--- src/rtl/muldiv_pkg.sv ---
// Shared definitions for the iterative RV32M multiply/divide unit:
// funct3 op encodings, FSM state enum and operand-signedness helpers.
package muldiv_pkg;

    localparam logic [2:0] OP_MUL    = 3'b000;
    localparam logic [2:0] OP_MULH   = 3'b001;
    localparam logic [2:0] OP_MULHSU = 3'b010;
    localparam logic [2:0] OP_MULHU  = 3'b011;
    localparam logic [2:0] OP_DIV    = 3'b100;
    localparam logic [2:0] OP_DIVU   = 3'b101;
    localparam logic [2:0] OP_REM    = 3'b110;
    localparam logic [2:0] OP_REMU   = 3'b111;

    typedef enum logic [1:0] {
        ST_IDLE,
        ST_CALC,
        ST_FIX,
        ST_DONE
    } state_t;

    function automatic logic a_is_signed(input logic [2:0] op);
        return (op == OP_MUL) || (op == OP_MULH) || (op == OP_MULHSU) ||
               (op == OP_DIV) || (op == OP_REM);
    endfunction

    function automatic logic b_is_signed(input logic [2:0] op);
        return (op == OP_MUL) || (op == OP_MULH) || (op == OP_DIV) || (op == OP_REM);
    endfunction

endpackage

--- src/rtl/muldiv_step.sv ---
// One iteration on unsigned magnitudes: shift-add multiply (multiplier in the
// low half) or restoring divide ({remainder, quotient} shifted left).
module muldiv_step #(
    parameter int WIDTH = 32
) (
    input  logic               is_div,
    input  logic [2*WIDTH-1:0] acc_in,
    input  logic [WIDTH-1:0]   operand,
    output logic [2*WIDTH-1:0] acc_out
);

    logic [WIDTH:0]   add_sum;
    logic [2*WIDTH:0] shifted;
    logic [WIDTH:0]   diff;

    // Divide: diff[WIDTH] is the borrow, so clear means the trial subtract fits.
    always_comb begin
        add_sum = {1'b0, acc_in[2*WIDTH-1:WIDTH]} + {1'b0, operand};
        shifted = {acc_in, 1'b0};
        diff    = shifted[2*WIDTH:WIDTH] - {1'b0, operand};
        if (is_div) begin
            if (!diff[WIDTH])
                acc_out = {diff[WIDTH-1:0], shifted[WIDTH-1:1], 1'b1};
            else
                acc_out = shifted[2*WIDTH-1:0];
        end else if (acc_in[0]) begin
            acc_out = {add_sum, acc_in[WIDTH-1:1]};
        end else begin
            acc_out = {1'b0, acc_in[2*WIDTH-1:1]};
        end
    end

endmodule

--- src/rtl/muldiv_unit.sv ---
// Iterative RV32M multiply/divide unit: WIDTH magnitude iterations followed by
// one sign-fix cycle; divide-by-zero and signed overflow skip the iterations.
module muldiv_unit
    import muldiv_pkg::*;
#(
    parameter int WIDTH = 32
) (
    input  logic             clk,
    input  logic             rst_n,
    input  logic             in_valid,
    output logic             in_ready,
    input  logic [WIDTH-1:0] a,
    input  logic [WIDTH-1:0] b,
    input  logic [2:0]       op,
    output logic             out_valid,
    input  logic             out_ready,
    output logic [WIDTH-1:0] result,
    output logic             busy
);

    localparam int CNT_W = $clog2(WIDTH) + 1;

    state_t             state, next_state;
    logic [CNT_W-1:0]   count;
    logic [2*WIDTH-1:0] acc, step_out;
    logic [WIDTH-1:0]   operand_b, a_q;
    logic [2:0]         op_q;
    logic               neg_a, neg_b, div_zero_q, ovf_q;

    logic               a_neg_in, b_neg_in, div_zero_in, ovf_in, last_iter;
    logic [WIDTH-1:0]   mag_a_in, mag_b_in;
    logic [2*WIDTH-1:0] prod_signed;
    logic [WIDTH-1:0]   quot_signed, rem_signed, fix_result;

    always_comb begin
        a_neg_in    = a_is_signed(op) & a[WIDTH-1];
        b_neg_in    = b_is_signed(op) & b[WIDTH-1];
        mag_a_in    = a_neg_in ? -a : a;
        mag_b_in    = b_neg_in ? -b : b;
        div_zero_in = op[2] && (b == '0);
        ovf_in      = ((op == OP_DIV) || (op == OP_REM)) &&
                      (a == {1'b1, {(WIDTH-1){1'b0}}}) && (b == '1);
        last_iter   = (count == CNT_W'(WIDTH - 1));
    end

    muldiv_step #(.WIDTH(WIDTH)) u_step (
        .is_div  (op_q[2]),
        .acc_in  (acc),
        .operand (operand_b),
        .acc_out (step_out)
    );

    always_ff @(posedge clk or negedge rst_n) begin
        if (!rst_n)
            state <= ST_IDLE;
        else
            state <= next_state;
    end

    always_comb begin
        next_state = state;
        case (state)
            ST_IDLE: if (in_valid) next_state = (div_zero_in || ovf_in) ? ST_FIX : ST_CALC;
            ST_CALC: if (last_iter) next_state = ST_FIX;
            ST_FIX:  next_state = ST_DONE;
            ST_DONE: if (out_ready) next_state = ST_IDLE;
            default: next_state = ST_IDLE;
        endcase
    end

    // Quotient is negated when signs differ; the remainder follows the dividend.
    always_comb begin
        prod_signed = (neg_a ^ neg_b) ? -acc : acc;
        quot_signed = (neg_a ^ neg_b) ? -acc[WIDTH-1:0] : acc[WIDTH-1:0];
        rem_signed  = neg_a ? -acc[2*WIDTH-1:WIDTH] : acc[2*WIDTH-1:WIDTH];
        fix_result  = '0;
        if (div_zero_q)
            fix_result = op_q[1] ? a_q : '1;
        else if (ovf_q)
            fix_result = op_q[1] ? '0 : a_q;
        else begin
            case (op_q)
                OP_MUL:                        fix_result = prod_signed[WIDTH-1:0];
                OP_MULH, OP_MULHSU, OP_MULHU:  fix_result = prod_signed[2*WIDTH-1:WIDTH];
                OP_DIV, OP_DIVU:               fix_result = quot_signed;
                default:                       fix_result = rem_signed;
            endcase
        end
    end

    always_ff @(posedge clk or negedge rst_n) begin
        if (!rst_n) begin
            count      <= '0;
            acc        <= '0;
            operand_b  <= '0;
            a_q        <= '0;
            op_q       <= '0;
            neg_a      <= 1'b0;
            neg_b      <= 1'b0;
            div_zero_q <= 1'b0;
            ovf_q      <= 1'b0;
            result     <= '0;
        end else begin
            case (state)
                ST_IDLE: if (in_valid) begin
                    op_q       <= op;
                    a_q        <= a;
                    operand_b  <= mag_b_in;
                    neg_a      <= a_neg_in;
                    neg_b      <= b_neg_in;
                    div_zero_q <= div_zero_in;
                    ovf_q      <= ovf_in;
                    acc        <= {{WIDTH{1'b0}}, mag_a_in};
                    count      <= '0;
                end
                ST_CALC: begin
                    acc   <= step_out;
                    count <= count + 1'b1;
                end
                ST_FIX:  result <= fix_result;
                default: ;
            endcase
        end
    end

    assign in_ready  = (state == ST_IDLE);
    assign busy      = (state != ST_IDLE);
    assign out_valid = (state == ST_DONE);

endmodule

--- config.mk ---
export PLATFORM = sky130hd
export DESIGN_NAME = muldiv_unit
export DESIGN_NICKNAME = d
export VERILOG_FILES = /design/src/rtl/muldiv_pkg.sv /design/src/rtl/muldiv_step.sv /design/src/rtl/muldiv_unit.sv
export SDC_FILE = /design/constraint.sdc
export NUM_CORES = 1
export LEC_CHECK = 0
export BUFFER_PORTS_ARGS = -buffer_cell sky130_fd_sc_hd__buf_4
export CORE_ASPECT_RATIO = 0.5
export CORE_MARGIN = 4
export CORE_UTILIZATION = 25
export DETAILED_ROUTE_END_ITERATION = 10
export GPL_TIMING_DRIVEN = 0
export PLACE_DENSITY_LB_ADDON = 0.05
export SYNTH_ARGS = -nofsm -noshare
export SYNTH_HDL_FRONTEND = slang
export SYNTH_SLANG_ARGS = --single-unit
--- constraint.sdc ---
create_clock -name clk -period 4.2 [get_ports clk]
set_input_delay 0.21 -clock clk [delete_from_list [all_inputs] [get_ports clk]]
set_output_delay 0.21 -clock clk [all_outputs]
set_load 0.02 [all_outputs]
==> impl_metrics.tcl <==
set metrics [dict create \
    yosys-top-cells-count "238 x o21ai_0, 230 x nand2_1, 175 x dfrtp_1, 156 x a21oi_1, 135 x clkbuf_1" \
    clkPwrFrac_pct 9.9 \
    totalWireLength_um 79000 \
    maxSlewViolCount 0 \
    fillCellCount 6782 \
    yosys.area.top_type "dfrtp_1" \
    layout-drive-gt1-share_pct 10.5 \
    finClkSkew_ps 19.3 \
    crit_arrival_ps 4420 \
    yosysTopAreaCellShare_pct 27.4 \
    gp_congestion 0.880 \
    dp_hpwl_um 62500 \
    ys_ff_latch 175 \
    htree_levels 4 \
    synthesis.area_um2 16000 \
    synth_edf_count 0 \
    yosys_warnings 0 \
    max_cap_viol_count 0 \
    synth.distinct_cells 77 \
    combPwrFrac_pct 69.9 \
    worst_ep_required_time_ps 4560 \
    grt_max_degree 63 \
    syn_nets 2187 \
    cts_tree "yes" \
    num_antenna_cells 0 \
    end_kind "flip-flop" \
    path_cells "inv_1 > ha_1 > fa_1 > nand2b_1 > a21oi_1 > o31a_1 > a21o_1 > a21oi_2 > mux2i_4 > nand2_1 > a32oi_1 > nand3_1" \
    rows 65 \
    clockRootBuffer "clkbuf_16" \
    internal_power_w 0.00765 \
    clockBufferDepth 2 \
    power_leakage_nw 7.82 \
    avgSynthCellArea_um2 7.84 \
    min_period_ps 4060 \
    die_w_um 366 \
    drt-met1-wl_um 40300 \
    worstSetupStartpointType "flip-flop" \
    critical-path-slowest-cell "dfrtp_2" \
    gr-usage-all-layers_pct 22.9 \
    p_seq_share_pct 20.2 \
    synth-seq-area-share_pct 27.4 \
    fp.coreArea_um2 63200 \
    fp.dieH_um 187 \
    io_pins 106 \
    fin_tns_setup_ps 0 \
    synthFlopType "dfrtp_1" \
    dr.pass1.iters 6 \
    cts.sinks 175 \
    synthArstFlopShare_pct 100 \
    finalSetupViolCount 0 \
    die_area_um2 68300 \
    dr_wl_met3_um 3710 \
    path_max_fanout 8 \
    p_sw_w 0.0101 \
    overflow 0 \
    powerDensity_nw_per_um2 940 \
    rsz0062_at_grt "no" \
    status "finished, final reports clean" \
    wl_met2_um 33500 \
    ir_worst_vdd_mv 0.322 \
    top_layer "met4" \
    yosysMostFrequentCell "o21ai_0" \
    hold_viol 0 \
    initial_core_util_pct 25.3 \
    fin_util_pct 29.8 \
    num_vias 16417 \
    grt_pass1_vias 16026 \
    drtAntennaViolNets 0 \
    max_freq_ghz 0.246 \
    worstMarginPinSlew_ps 1400 \
    via_per_inst 5.39 \
    switching_share_pct 56.8 \
    hp-class "input pin to flip-flop" \
    synth.area.top_cells "dfrtp_1 27%, o21ai_0 7.5%, ha_1 5.8%, xor2_1 5.6%, nand2_1 5.4%" \
    grt_antenna_before_repair 0 \
    netlist_instances 2040 \
    path_clk_slew_ps 80 \
    clk_latency_ps 490 \
    final_nets 2341 \
    placed_area_um2 17900 \
    stdcell_area_um2 18800 \
    drtIter0Drc 1353 \
    areaGrowthSynthToFinish_pct 17.9 \
    grt_pass1_wl_um 115000 \
    cts_buffers 17 \
    wl_per_cell_um 26.0 \
    portBuffers 105 \
    cpPeakStageDelay_ps 510 \
    route.detailed.drc 0 \
    path_class "flip-flop to flip-flop" \
    fin_crit_sh_pct 96.7 \
    relSlewSlack_pct 6.08 \
]
## state kept, by name (all words and copies together) (netlist names)
signal	count
ovf_q	1
count	6
acc	64
neg_a	1
result	32
div_zero_q	1
state	2
op_q	3
operand_b	32
neg_b	1
a_q	32
## layout make-up
| type | count | area, um^2 | area share [%] |
|---|---|---|---|
| multi-input cells | 1646 | 10800 | 57.5 |
| flip-flops and latches | 175 | 4380 | 23.2 |
| repair buffers | 140 | 1160 | 6.16 |
| well taps | 837 | 1050 | 5.56 |
| plain buffers | 148 | 576 | 3.05 |
| clock buffers | 18 | 429 | 2.28 |
| inverters | 66 | 251 | 1.33 |
| clock inverters | 14 | 156 | 0.830 |
## worst paths after layout
check | from | end | slack [ps] | cells past startpoint
setup / recovery | acc[31] | acc[59] | 140 | 12
min in group asynchronous | rst_n | a_q[3] | 240 | 2
max in group asynchronous | rst_n | acc[55] | 3180 | 3
hold / removal | a[27] | a_q[27] | 30 | 2
setup reg to reg | acc[31] | acc[59] | 140 | 12
hold reg to reg | result[6] | result[6] | 510 | 1
## cells in the final DEF, fill, tap and decap left out, types with 15 or more instances in the layout
cell type,n
a211oi_1,24
a21o_1,32
a21oi_1,155
a221oi_1,18
and3_1,15
buf_4,110
clkbuf_1,129
clkbuf_16,17
dfrtp_1,173
dlygate4sd3_1,26
ha_1,74
inv_1,65
mux2_2,43
mux2i_1,44
nand2_1,230
nand2b_1,24
nand3_1,42
nand4_1,24
nor2_1,128
nor2b_1,23
nor3_1,40
nor4_1,19
o211ai_1,21
o21ai_0,238
o22ai_1,15
o31ai_1,30
xnor2_1,91
xor2_1,103
## worst max-delay path: cells and delay by family (launching register included)
family | cells | cell delay (ps)
buf+inv | 1 | 180
simple gates | 3 | 820
mux | 1 | 430
flops | 1 | 510
fa+ha+maj | 2 | 440
compound gates | 5 | 1530
## power groups by stage
stage	Combinational (W)	Clock (W)	Sequential, W
4_1_cts	0.0123	0.00179	0.00355
2_1_floorplan	0.00782	0	0.00316
5_1_grt	0.0134	0.00185	0.00366
6_report	0.0124	0.00175	0.00358
3_5_place_dp	0.0122	0	0.00355
3_3_place_gp	0.0122	0	0.00355
## metrics by stage
step | worst slack [ps] | power [W] | instances | hold WS (ps)
2_1_floorplan | 686 | 0.0110 | 2040 | -85.6
3_3_place_gp | -1050 | 0.0158 | 2982 | 473
5_1_grt | 3.49 | 0.0189 | 3044 | 15.3
6_report | 138 | 0.0177 | 3044 | 33.4
4_1_cts | 15.6 | 0.0176 | 3041 | 6.84
3_5_place_dp | -974 | 0.0157 | 2985 | 171
## layer usage
layer / global-route usage [%] / vias to the layer above
met5: 0 / -
li1: - / 7698
met4: 5.16 / 0
met1: 34.9 / 8180
met2: 33.7 / 469
met3: 3.26 / 70
## repair_timing
action,in CTS,in global routing
setup endpoints to repair,49,14
buffers inserted,1,5
hold endpoints to repair,77,0
gates resized for setup,12,9
pin swaps,0,2
hold buffers,26,0
## kinds of logic after synthesis
kind of cell,Yosys count,share of synthesized area [%]
AO/OA/AOI/OAI,669,26.4
AND/OR/NAND/NOR,619,18.5
buffers and inverters,219,5.24
XOR/XNOR,194,10.6
flip-flops,175,27.4
multiplexers,88,5.85
adder cells (fa/ha/maj),76,6.04
Note: power is estimated with default switching activity, not from simulation.
